File: src/rtl/sprite_attr_loader_pkg.sv
// Shared video package: loader FSM states, per-sprite step encoding and slot count.
// Also used by the sprite datapath that consumes the load strobes.
package sprite_attr_loader_pkg;

    localparam int NUM_SPRITES = 8;

    typedef enum logic [1:0] {
        ST_IDLE,
        ST_ISSUE,
        ST_DATA,
        ST_DONE
    } state_t;

    // Each sprite is loaded in eight steps; steps 4..7 are the palette bytes.
    localparam logic [2:0] STEP_NUM_FLIP = 3'd0;
    localparam logic [2:0] STEP_PAL_IDX  = 3'd1;
    localparam logic [2:0] STEP_X        = 3'd2;
    localparam logic [2:0] STEP_Y        = 3'd3;
    localparam logic [2:0] STEP_PAL_LAST = 3'd7;

endpackage

File: src/rtl/sprite_addr_gen.sv
// Combinational sprite-RAM address for a given sprite slot, load step and palette index.
module sprite_addr_gen
    import sprite_attr_loader_pkg::*;
#(
    parameter logic [15:0] ATTR_BASE = 16'h4FF0,
    parameter logic [15:0] POS_BASE  = 16'h5060,
    parameter logic [15:0] PAL_BASE  = 16'h8000
) (
    input  logic [2:0]  i_sprite,
    input  logic [2:0]  i_step,
    input  logic [7:0]  i_idx,
    output logic [15:0] o_addr
);

    logic [15:0] w_pair_off;

    assign w_pair_off = {12'd0, i_sprite, 1'b0};

    // All sums are 16-bit and wrap modulo 2^16.
    always_comb begin
        o_addr = PAL_BASE + {8'd0, i_idx[5:0], i_step[1:0]};
        case (i_step)
            STEP_NUM_FLIP: o_addr = ATTR_BASE + w_pair_off;
            STEP_PAL_IDX:  o_addr = ATTR_BASE + w_pair_off + 16'd1;
            STEP_X:        o_addr = POS_BASE + w_pair_off;
            STEP_Y:        o_addr = POS_BASE + w_pair_off + 16'd1;
            default:       ;
        endcase
    end

endmodule

File: src/rtl/sprite_attr_loader.sv
// Loads per-sprite attribute, position and palette bytes from sprite RAM once per
// vblank, emitting one-hot load strobes into the sprite register file.
module sprite_attr_loader #(
    parameter int          NUM_SPRITES = sprite_attr_loader_pkg::NUM_SPRITES,
    parameter logic [15:0] ATTR_BASE   = 16'h4FF0,
    parameter logic [15:0] POS_BASE    = 16'h5060,
    parameter logic [15:0] PAL_BASE    = 16'h8000
) (
    input  logic                   clk,
    input  logic                   rst,
    input  logic                   vblank,
    input  logic                   mem_gnt,
    input  logic [7:0]             sprite_RAM_din,
    output logic                   rd_en,
    output logic [15:0]            sprite_RAM_addr,
    output logic [7:0]             fsm_dout,
    output logic [31:0]            palette_out,
    output logic [NUM_SPRITES-1:0] ld_x,
    output logic [NUM_SPRITES-1:0] ld_y,
    output logic [NUM_SPRITES-1:0] ld_num_flips,
    output logic [NUM_SPRITES-1:0] ld_palette,
    output logic                   busy
);
    import sprite_attr_loader_pkg::*;

    state_t      r_state;
    logic [2:0]  r_step;
    logic [2:0]  r_sprite;
    logic [7:0]  r_idx;
    logic        r_vblank_d;
    logic        r_edge_ok;

    logic        w_start;
    logic        w_last_sprite;
    logic [2:0]  w_nxt_step;
    logic [2:0]  w_nxt_sprite;
    logic [15:0] w_addr;

    // r_edge_ok masks the first post-reset cycle so a vblank already high at
    // release is not mistaken for a rising edge.
    assign w_start       = r_edge_ok && vblank && !r_vblank_d;
    assign w_last_sprite = (r_sprite == 3'(NUM_SPRITES - 1));

    always_comb begin
        w_nxt_step   = 3'd0;
        w_nxt_sprite = 3'd0;
        if (r_state != ST_IDLE) begin
            w_nxt_step   = r_step + 3'd1;
            w_nxt_sprite = (r_step == STEP_PAL_LAST) ? r_sprite + 3'd1 : r_sprite;
        end
    end

    sprite_addr_gen #(
        .ATTR_BASE (ATTR_BASE),
        .POS_BASE  (POS_BASE),
        .PAL_BASE  (PAL_BASE)
    ) u_addr_gen (
        .i_sprite (w_nxt_sprite),
        .i_step   (w_nxt_step),
        .i_idx    (r_idx),
        .o_addr   (w_addr)
    );

    // NOTE: all state and outputs use non-blocking assignments so every flop
    // samples the pre-edge values, independent of statement order.
    always_ff @(posedge clk or posedge rst) begin
        if (rst) begin
            r_state         <= ST_IDLE;
            r_step          <= 3'd0;
            r_sprite        <= 3'd0;
            r_idx           <= 8'd0;
            r_vblank_d      <= 1'b0;
            r_edge_ok       <= 1'b0;
            rd_en           <= 1'b0;
            sprite_RAM_addr <= 16'd0;
            fsm_dout        <= 8'd0;
            palette_out     <= 32'd0;
            ld_x            <= '0;
            ld_y            <= '0;
            ld_num_flips    <= '0;
            ld_palette      <= '0;
            busy            <= 1'b0;
        end else begin
            r_vblank_d   <= vblank;
            r_edge_ok    <= 1'b1;
            ld_x         <= '0;
            ld_y         <= '0;
            ld_num_flips <= '0;
            ld_palette   <= '0;

            case (r_state)
                ST_IDLE: begin
                    if (w_start) begin
                        r_state         <= ST_ISSUE;
                        r_step          <= 3'd0;
                        r_sprite        <= 3'd0;
                        rd_en           <= 1'b1;
                        sprite_RAM_addr <= w_addr;
                        busy            <= 1'b1;
                    end
                end
                ST_ISSUE: begin
                    if (!vblank) begin
                        r_state <= ST_IDLE;
                        rd_en   <= 1'b0;
                        busy    <= 1'b0;
                    end else if (mem_gnt) begin
                        r_state <= ST_DATA;
                        rd_en   <= 1'b0;
                    end
                end
                ST_DATA: begin
                    if (!vblank) begin
                        r_state <= ST_IDLE;
                        busy    <= 1'b0;
                    end else begin
                        if (r_step[2]) begin
                            palette_out[{~r_step[1:0], 3'b000} +: 8] <= sprite_RAM_din;
                        end else begin
                            fsm_dout <= sprite_RAM_din;
                        end
                        if (r_step == STEP_PAL_IDX) begin
                            r_idx <= sprite_RAM_din;
                        end

                        case (r_step)
                            STEP_NUM_FLIP: ld_num_flips[r_sprite] <= 1'b1;
                            STEP_X:        ld_x[r_sprite]         <= 1'b1;
                            STEP_Y:        ld_y[r_sprite]         <= 1'b1;
                            STEP_PAL_LAST: ld_palette[r_sprite]   <= 1'b1;
                            default:       ;
                        endcase

                        r_step <= w_nxt_step;
                        if (r_step == STEP_PAL_LAST && w_last_sprite) begin
                            r_state <= ST_DONE;
                            busy    <= 1'b0;
                        end else begin
                            r_state         <= ST_ISSUE;
                            r_sprite        <= w_nxt_sprite;
                            rd_en           <= 1'b1;
                            sprite_RAM_addr <= w_addr;
                        end
                    end
                end
                ST_DONE: begin
                    if (!vblank) begin
                        r_state <= ST_IDLE;
                    end
                end
                default: begin
                    r_state <= ST_IDLE;
                    rd_en   <= 1'b0;
                    busy    <= 1'b0;
                end
            endcase
        end
    end

endmodule

File: config.mk
export PLATFORM = sky130hd
export DESIGN_NAME = sprite_attr_loader
export DESIGN_NICKNAME = d
export VERILOG_FILES = /design/src/rtl/sprite_attr_loader_pkg.sv /design/src/rtl/sprite_addr_gen.sv /design/src/rtl/sprite_attr_loader.sv
export SDC_FILE = /design/constraint.sdc
export NUM_CORES = 1
export LEC_CHECK = 0
export ABC_CLOCK_PERIOD_IN_PS = 3500
export CAP_MARGIN = 10
export CORE_UTILIZATION = 25
export CTS_CLUSTER_DIAMETER = 80
export DETAILED_ROUTE_END_ITERATION = 8
export GPL_TIMING_DRIVEN = 0
export REMOVE_ABC_BUFFERS = 1
export SYNTH_ARGS = -nofsm -noshare
export SYNTH_HDL_FRONTEND = slang
export SYNTH_SLANG_ARGS = --single-unit
File: constraint.sdc
create_clock -name clk -period 3.5 [get_ports clk]
set_input_delay 0.7 -clock clk [delete_from_list [all_inputs] [get_ports clk]]
set_output_delay 0.7 -clock clk [all_outputs]
set_load 0.03 [all_outputs]
==> impl_metrics.ini, run 1 <==
[route]
final_antenna_net_count = 0
vias = 3077
drc = 0
drt-total-wl_um = 10770
drt-initial-drc-count = 191
wl_per_cell_um = 15.66
drt_pre_antenna_iters = 4
via_per_inst = 4.472

[global_routing]
antenna_found_initial = 0
grt.total_usage = 0.1302
grt.overflow.total = 0
grt_pass1_wl_um = 17190
grt_pass1_vias = 3076
grt_start_max_net_pins = 53

[power]
p_int_mw = 2.429
vdd_drop_max_mv = 0.4557
p_leak_nw = 2.531
swShare = 0.3380
combPwrFrac = 0.298
powerDensity_mw_per_mm2 = 634.1
pwr-share-seq = 0.401
p_switching_mw = 1.240
finalPower_mw = 3.670
clkPwrFrac = 0.301

[setup_path]
critPathLaunchType = primary input
worst-path-buf-inv = 1
cp.depth = 4
critPathMaxStageDelay_ns = 0.95
startpoint = vblank
arrival_ns = 3.15
r2r_cells = 4
r2r_end = palette_out[1]$_DFFE_PP0P_
crit_chain = clkdlybuf4s50_1 -> nand4_2 -> nor4_4 -> a22o_1
cp-end-kind = register
cpMaxStageDelayCell = clkdlybuf4s50_1
cp-endpoint = palette_out[1]$_DFFE_PP0P_
regToRegSetupSlack_ns = 0.67
crit_family = simple AND/OR/NAND/NOR gates
critPathKind = in -> reg
r2r-start = r_step[0]$_DFFE_PP0P_
path_max_fanout = 17
crit_required_ns = 3.79

[min_path]
hold_class = reg -> reg
holdCritStartpoint = fsm_dout[5]$_DFFE_PP0P_
min_path_cells = 2

[place]
gp_congestion = 0.7139
placedInstanceArea_mm2 = 0.005455
place_inst = 672
io_buffers = 100
hpwl_um = 7598

[die]
io_pins = 102
die_area_mm2 = 0.01760
start_util = 0.2565
fp.dieW_um = 132.7
core.rowCount = 47
die_h_um = 132.7
core_area_mm2 = 0.01664

[cts]
insertion_delay_ns = 0.35
numCtsBuffers = 9
cts_root_buf = clkbuf_16
cts_tree = yes
cts.sinks = 102
clk_pin_slew_ns = 0.07
ctsResizeCount = 0
cts.path.max_buffers = 2
cts_setup_buffers = 0
cts_max_level = 3
cts.hold.buffers_added = 0

[synthesis]
synth-seq-area-share = 0.5979
ys_types = 53
synth-seq-cells = 102
synth_edf_count = 0
ys_warn_count = 0
syn_inst = 369
synthArstFlopShare = 1.000
synthTopCellsByCount = dfrtp_1 (102), nand2_1 (66), nor2_1 (41)
synth_area_mm2 = 0.004269
avgSynthCellArea_um2 = 11.57
synth_flop_cell = dfrtp_1
yosys.area.top_type = dfrtp_1
synthTopCellsByArea = dfrtp_1 (60%), nand2_1 (5.8%), a22o_1 (5.1%)
post-synth-top-count-cell = dfrtp_1
yosysTopAreaCellShare = 0.5979

[status]
status = finished clean

[finish]
final_core_utilization = 0.3477
syn_to_final_growth_pct = 35.55
nNetsFinal = 486
layoutNonFillerInstCount = 688
n_antenna_cell = 0
drive_gt1_frac = 0.09829
nFillCells = 1624
finalInstanceArea_mm2 = 0.005787

[timing]
fmax_mhz = 349.4
slew_headroom = 0.4582
rsz0062_at_grt = false
timing.final.crit_period_ns = 2.862
finClkSkew_ns = 0.008824
fin_crit_sh = 0.8177
slew_violations = 0
final.setup.tns_ns = 0
finalSetupViolCount = 0
hold_viol_final = 0
worst_pin_slew_ns = 0.8127

[flow_run]
drv_cap = 0
## layout make-up
| class | count | area (um^2) | share of cell area |
|---|---|---|---|
| clock inverters | 5 | 78.83 | 0.01362 |
| flip-flops and latches | 102 | 2552 | 0.4411 |
| clock buffers | 11 | 252.7 | 0.04368 |
| well taps | 220 | 275.3 | 0.04757 |
| inverters | 8 | 35.03 | 0.006054 |
| repair buffers | 101 | 1028 | 0.1777 |
| multi-input cells | 241 | 1564 | 0.2703 |
## flip-flops by register name (all words and copies together) (netlist names)
name / flops
ld_y: 8
r_idx: 6
rd_en: 1
ld_x: 8
palette_out: 32
r_step: 3
fsm_dout: 8
sprite_RAM_addr: 12
r_sprite: 3
r_state: 2
r_vblank_d: 1
busy: 1
ld_num_flips: 8
ld_palette: 8
r_edge_ok: 1
## tightest hold or removal path, stage by stage (launching register included)
cell and delay (ns):
dfrtp_1 0.35, nand2_1 0.05, nand2_1 0.05
## routing by layer
| layer | routed length, um | global-route usage |
|---|---|---|
| met3 | 504 | 0.04138 |
| met5 | 0 | 0 |
| met2 | 5209 | 0.2108 |
| met1 | 4873 | 0.1615 |
| met4 | 184 | 0.05045 |
## power by group through the flow
stage / logic [mW] / clock network (mW) / registers (mW)
floorplan: 0.446 / 0 / 1.72
global placement: 1.08 / 0 / 1.49
detailed placement: 1.10 / 0 / 1.49
CTS: 1.11 / 1.13 / 1.47
global route: 1.18 / 1.18 / 1.49
finish: 1.09 / 1.11 / 1.47
## layout by cell type, fill, tap and decap left out, drive strengths merged, types with 9 or more instances in the layout
cell type      Yosys  final
nand2             68     68
inv                8      9
clkbuf             5     11
dfrtp            102    102
ha                11     11
o21ai             18     18
mux2               9      9
a22o              25     25
clkdlybuf4s50      0    100
nor2              43     43
## cell families (layout without fill, tap and decap cells)
group                      Yosys count  after routing  synth area share
AOI/OAI and AO/OA                   68             68            0.1167
DFF                                102            102            0.5979
and+or+nand+nor                    147            147            0.1829
muxes                               12             12           0.03077
buffers and inverters               26            125           0.03576
adders and majority gates           11             11           0.03224
xor gates and xnor gates             1              1          0.002052
other                                2              2          0.001759
## worst min path at each step
| stage | to | slack [ns] |
|---|---|---|
| 6_report | fsm_dout[5]$_DFFE_PP0P_ | 0.48 |
| 5_1_grt | fsm_dout[3]$_DFFE_PP0P_ | 0.51 |
| 4_1_cts | fsm_dout[5]$_DFFE_PP0P_ | 0.48 |
| 3_5_place_dp | sprite_RAM_addr[15]$_DFFE_PP0P_ | 0.47 |
| 3_3_place_gp | fsm_dout[1]$_DFFE_PP0P_ | 0.46 |
| 2_1_floorplan | r_idx[3]$_DFFE_PP0P_ | 0.47 |
## through the flow
stage / hold WS [ns] / worst slack, ns
floorplan: 0.4739 / 0.1245
global placement: 0.4622 / -1.276
detailed placement: 0.4662 / 0.2485
CTS: 0.4832 / 0.6078
global route: 0.5070 / 0.3718
finish: 0.4843 / 0.6379
Note: power is estimated with default switching activity, not from simulation.
==> run 2, diff against run 1 <==
--- a/config.mk
+++ b/config.mk
@@ -5,7 +5,7 @@
 export SDC_FILE = /design/constraint.sdc
 export NUM_CORES = 1
 export LEC_CHECK = 0
-export ABC_CLOCK_PERIOD_IN_PS = 3500
+export ABC_CLOCK_PERIOD_IN_PS = 2900
 export CAP_MARGIN = 10
 export CORE_UTILIZATION = 25
 export CTS_CLUSTER_DIAMETER = 80
==> constraint.sdc (replaced) <==
create_clock -name clk -period 2.9 [get_ports clk]
set_input_delay 0.58 -clock clk [delete_from_list [all_inputs] [get_ports clk]]
set_output_delay 0.58 -clock clk [all_outputs]
set_load 0.03 [all_outputs]
==> run 2 against run 1 <==
  * Final area is 0.15% higher
  * Critical path depth stayed put
  * Non-clock buffer count stayed put
  * Clock skew hardly changed
  * Worst hold slack stayed put
  * Largest cell class unchanged
  * Highest routed layer unchanged
==> impl_metrics.ini, run 2 (synthesis results as in run 1) <==
[status]
status = finished clean

[timing]
worst_slack_ns = 0.3108
fmax_mhz = 386.2
slew_headroom = 0.4326
finalSetupViolCount = 0
hold_viol_final = 0
fin_crit_sh = 0.8928
holdWs_ns = 0.4843
worst_pin_slew_ns = 0.8511
final.setup.tns_ns = 0
slew_violations = 0
finClkSkew_ns = 0.008750
rsz0062_at_grt = false
timing.final.crit_period_ns = 2.589

[finish]
final_core_utilization = 0.3482
layout_commonest_cell = dfrtp_1
nNetsFinal = 486
largest-register = palette_out
reg.largest.list = palette_out (32), sprite_RAM_addr (12)
finalInstanceArea_mm2 = 0.005796
layoutNonFillerInstCount = 688
largest_reg_flops = 32
layout_common_cells = dfrtp_1 (102), clkdlybuf4s50_1 (100), nand2_1 (66)
n_antenna_cell = 0
drive_gt1_frac = 0.09829
syn_to_final_growth_pct = 35.76

[route]
via_per_inst = 4.474
drt_pre_antenna_iters = 4
drt-initial-drc-count = 182
drt-total-wl_um = 10770
wl_per_cell_um = 15.65
drc = 0
final_antenna_net_count = 0
vias = 3078

[cts]
numCtsBuffers = 9
insertion_delay_ns = 0.35
cts_tree = yes
cts.path.max_buffers = 2
ctsResizeCount = 0
cts.hold.buffers_added = 0
clk_pin_slew_ns = 0.07
cts.sinks = 102
cts_setup_buffers = 0
cts_max_level = 3
cts_root_buf = clkbuf_16

[place]
pre_cts_slack_ns = -0.2315
io_buffers = 100
place_inst = 672
placedInstanceArea_mm2 = 0.005455
hpwl_um = 7598
gp_congestion = 0.7139

[power]
powerDensity_mw_per_mm2 = 764.5
pwr-share-seq = 0.400
combPwrFrac = 0.299
finalPower_mw = 4.431
p_int_mw = 2.932
vdd_drop_max_mv = 0.5501
p_switching_mw = 1.499
p_leak_nw = 2.534
clkPwrFrac = 0.301
swShare = 0.3384

[die]
io_pins = 102
fp.dieW_um = 132.7
die_h_um = 132.7
core_area_mm2 = 0.01664
die_area_mm2 = 0.01760
start_util = 0.2565
core.rowCount = 47

[setup_path]
arrival_ns = 2.88
critPathMaxStageDelay_ns = 0.71
cp.depth = 4
worst-path-buf-inv = 0
crit_chain = ha_1 -> nand4_4 -> nor4_4 -> a22o_1
cp-end-kind = register
crit_family = simple AND/OR/NAND/NOR gates
critPathLaunchType = register
cpMaxStageDelayCell = dfrtp_1
r2r_cells = 4
path_max_fanout = 17
crit_required_ns = 3.19
critPathKind = reg -> reg

[flow_run]
drv_cap = 0

[global_routing]
antenna_found_initial = 0
grt_pass1_wl_um = 17190
grt.overflow.total = 0
grt_start_max_net_pins = 53
grt.total_usage = 0.1302
grt_pass1_vias = 3076

[min_path]
min_path_cells = 2
hold_class = reg -> reg
## run 2: changes by cell type in the layout (fill, tap and decap cells not counted)
cell     before  now
nand4_2       1    0
nand4_4       2    3
## run 2: layout make-up
cell class                 count  area (um^2)
fill                        1623        10850
sequential                   102         2552
multi-input combinational    241         1573
timing repair buffer         101         1028
tap                          220        275.3
clock buffer                  11        252.7
clock inverter                 5        78.83
inverter                       8        35.03
## run 2: metal layers
metal / global-route usage / share of wire / vias up
li1: - / - / 1456
met1: 0.1615 / 0.45 / 1527
met2: 0.2108 / 0.49 / 79
met3: 0.04138 / 0.043 / 16
met4: 0.05045 / 0.020 / 0
met5: 0 / 0 / -
## run 2: worst paths after layout
check | start | to | slack [ns]
min in group asynchronous | rst | palette_out[7]$_DFFE_PP0P_ | 0.67
min | fsm_dout[5]$_DFFE_PP0P_ | fsm_dout[5]$_DFFE_PP0P_ | 0.48
max reg2reg | r_step[0]$_DFFE_PP0P_ | palette_out[1]$_DFFE_PP0P_ | 0.31
min reg2reg | fsm_dout[5]$_DFFE_PP0P_ | fsm_dout[5]$_DFFE_PP0P_ | 0.48
max in group asynchronous | rst | fsm_dout[3]$_DFFE_PP0P_ | 1.55
max | r_step[0]$_DFFE_PP0P_ | palette_out[1]$_DFFE_PP0P_ | 0.31
## run 2: worst reg2reg max path, delay by kind of cell, from the launching register on
| kind | cells | cell delay, ns |
|---|---|---|
| and+or+nand+nor | 2 | 1.00 |
| DFF | 1 | 0.71 |
| adders and majority gates | 1 | 0.61 |
| AOI/OAI and AO/OA | 1 | 0.22 |
## run 2: power by group through the flow
| stage | registers (mW) | logic (mW) | clock network [mW] |
|---|---|---|---|
| 5_1_grt | 1.80 | 1.43 | 1.42 |
| 3_5_place_dp | 1.80 | 1.33 | 0 |
| 6_report | 1.77 | 1.32 | 1.33 |
| 3_3_place_gp | 1.80 | 1.30 | 0 |
| 2_1_floorplan | 2.07 | 0.539 | 0 |
| 4_1_cts | 1.78 | 1.34 | 1.36 |
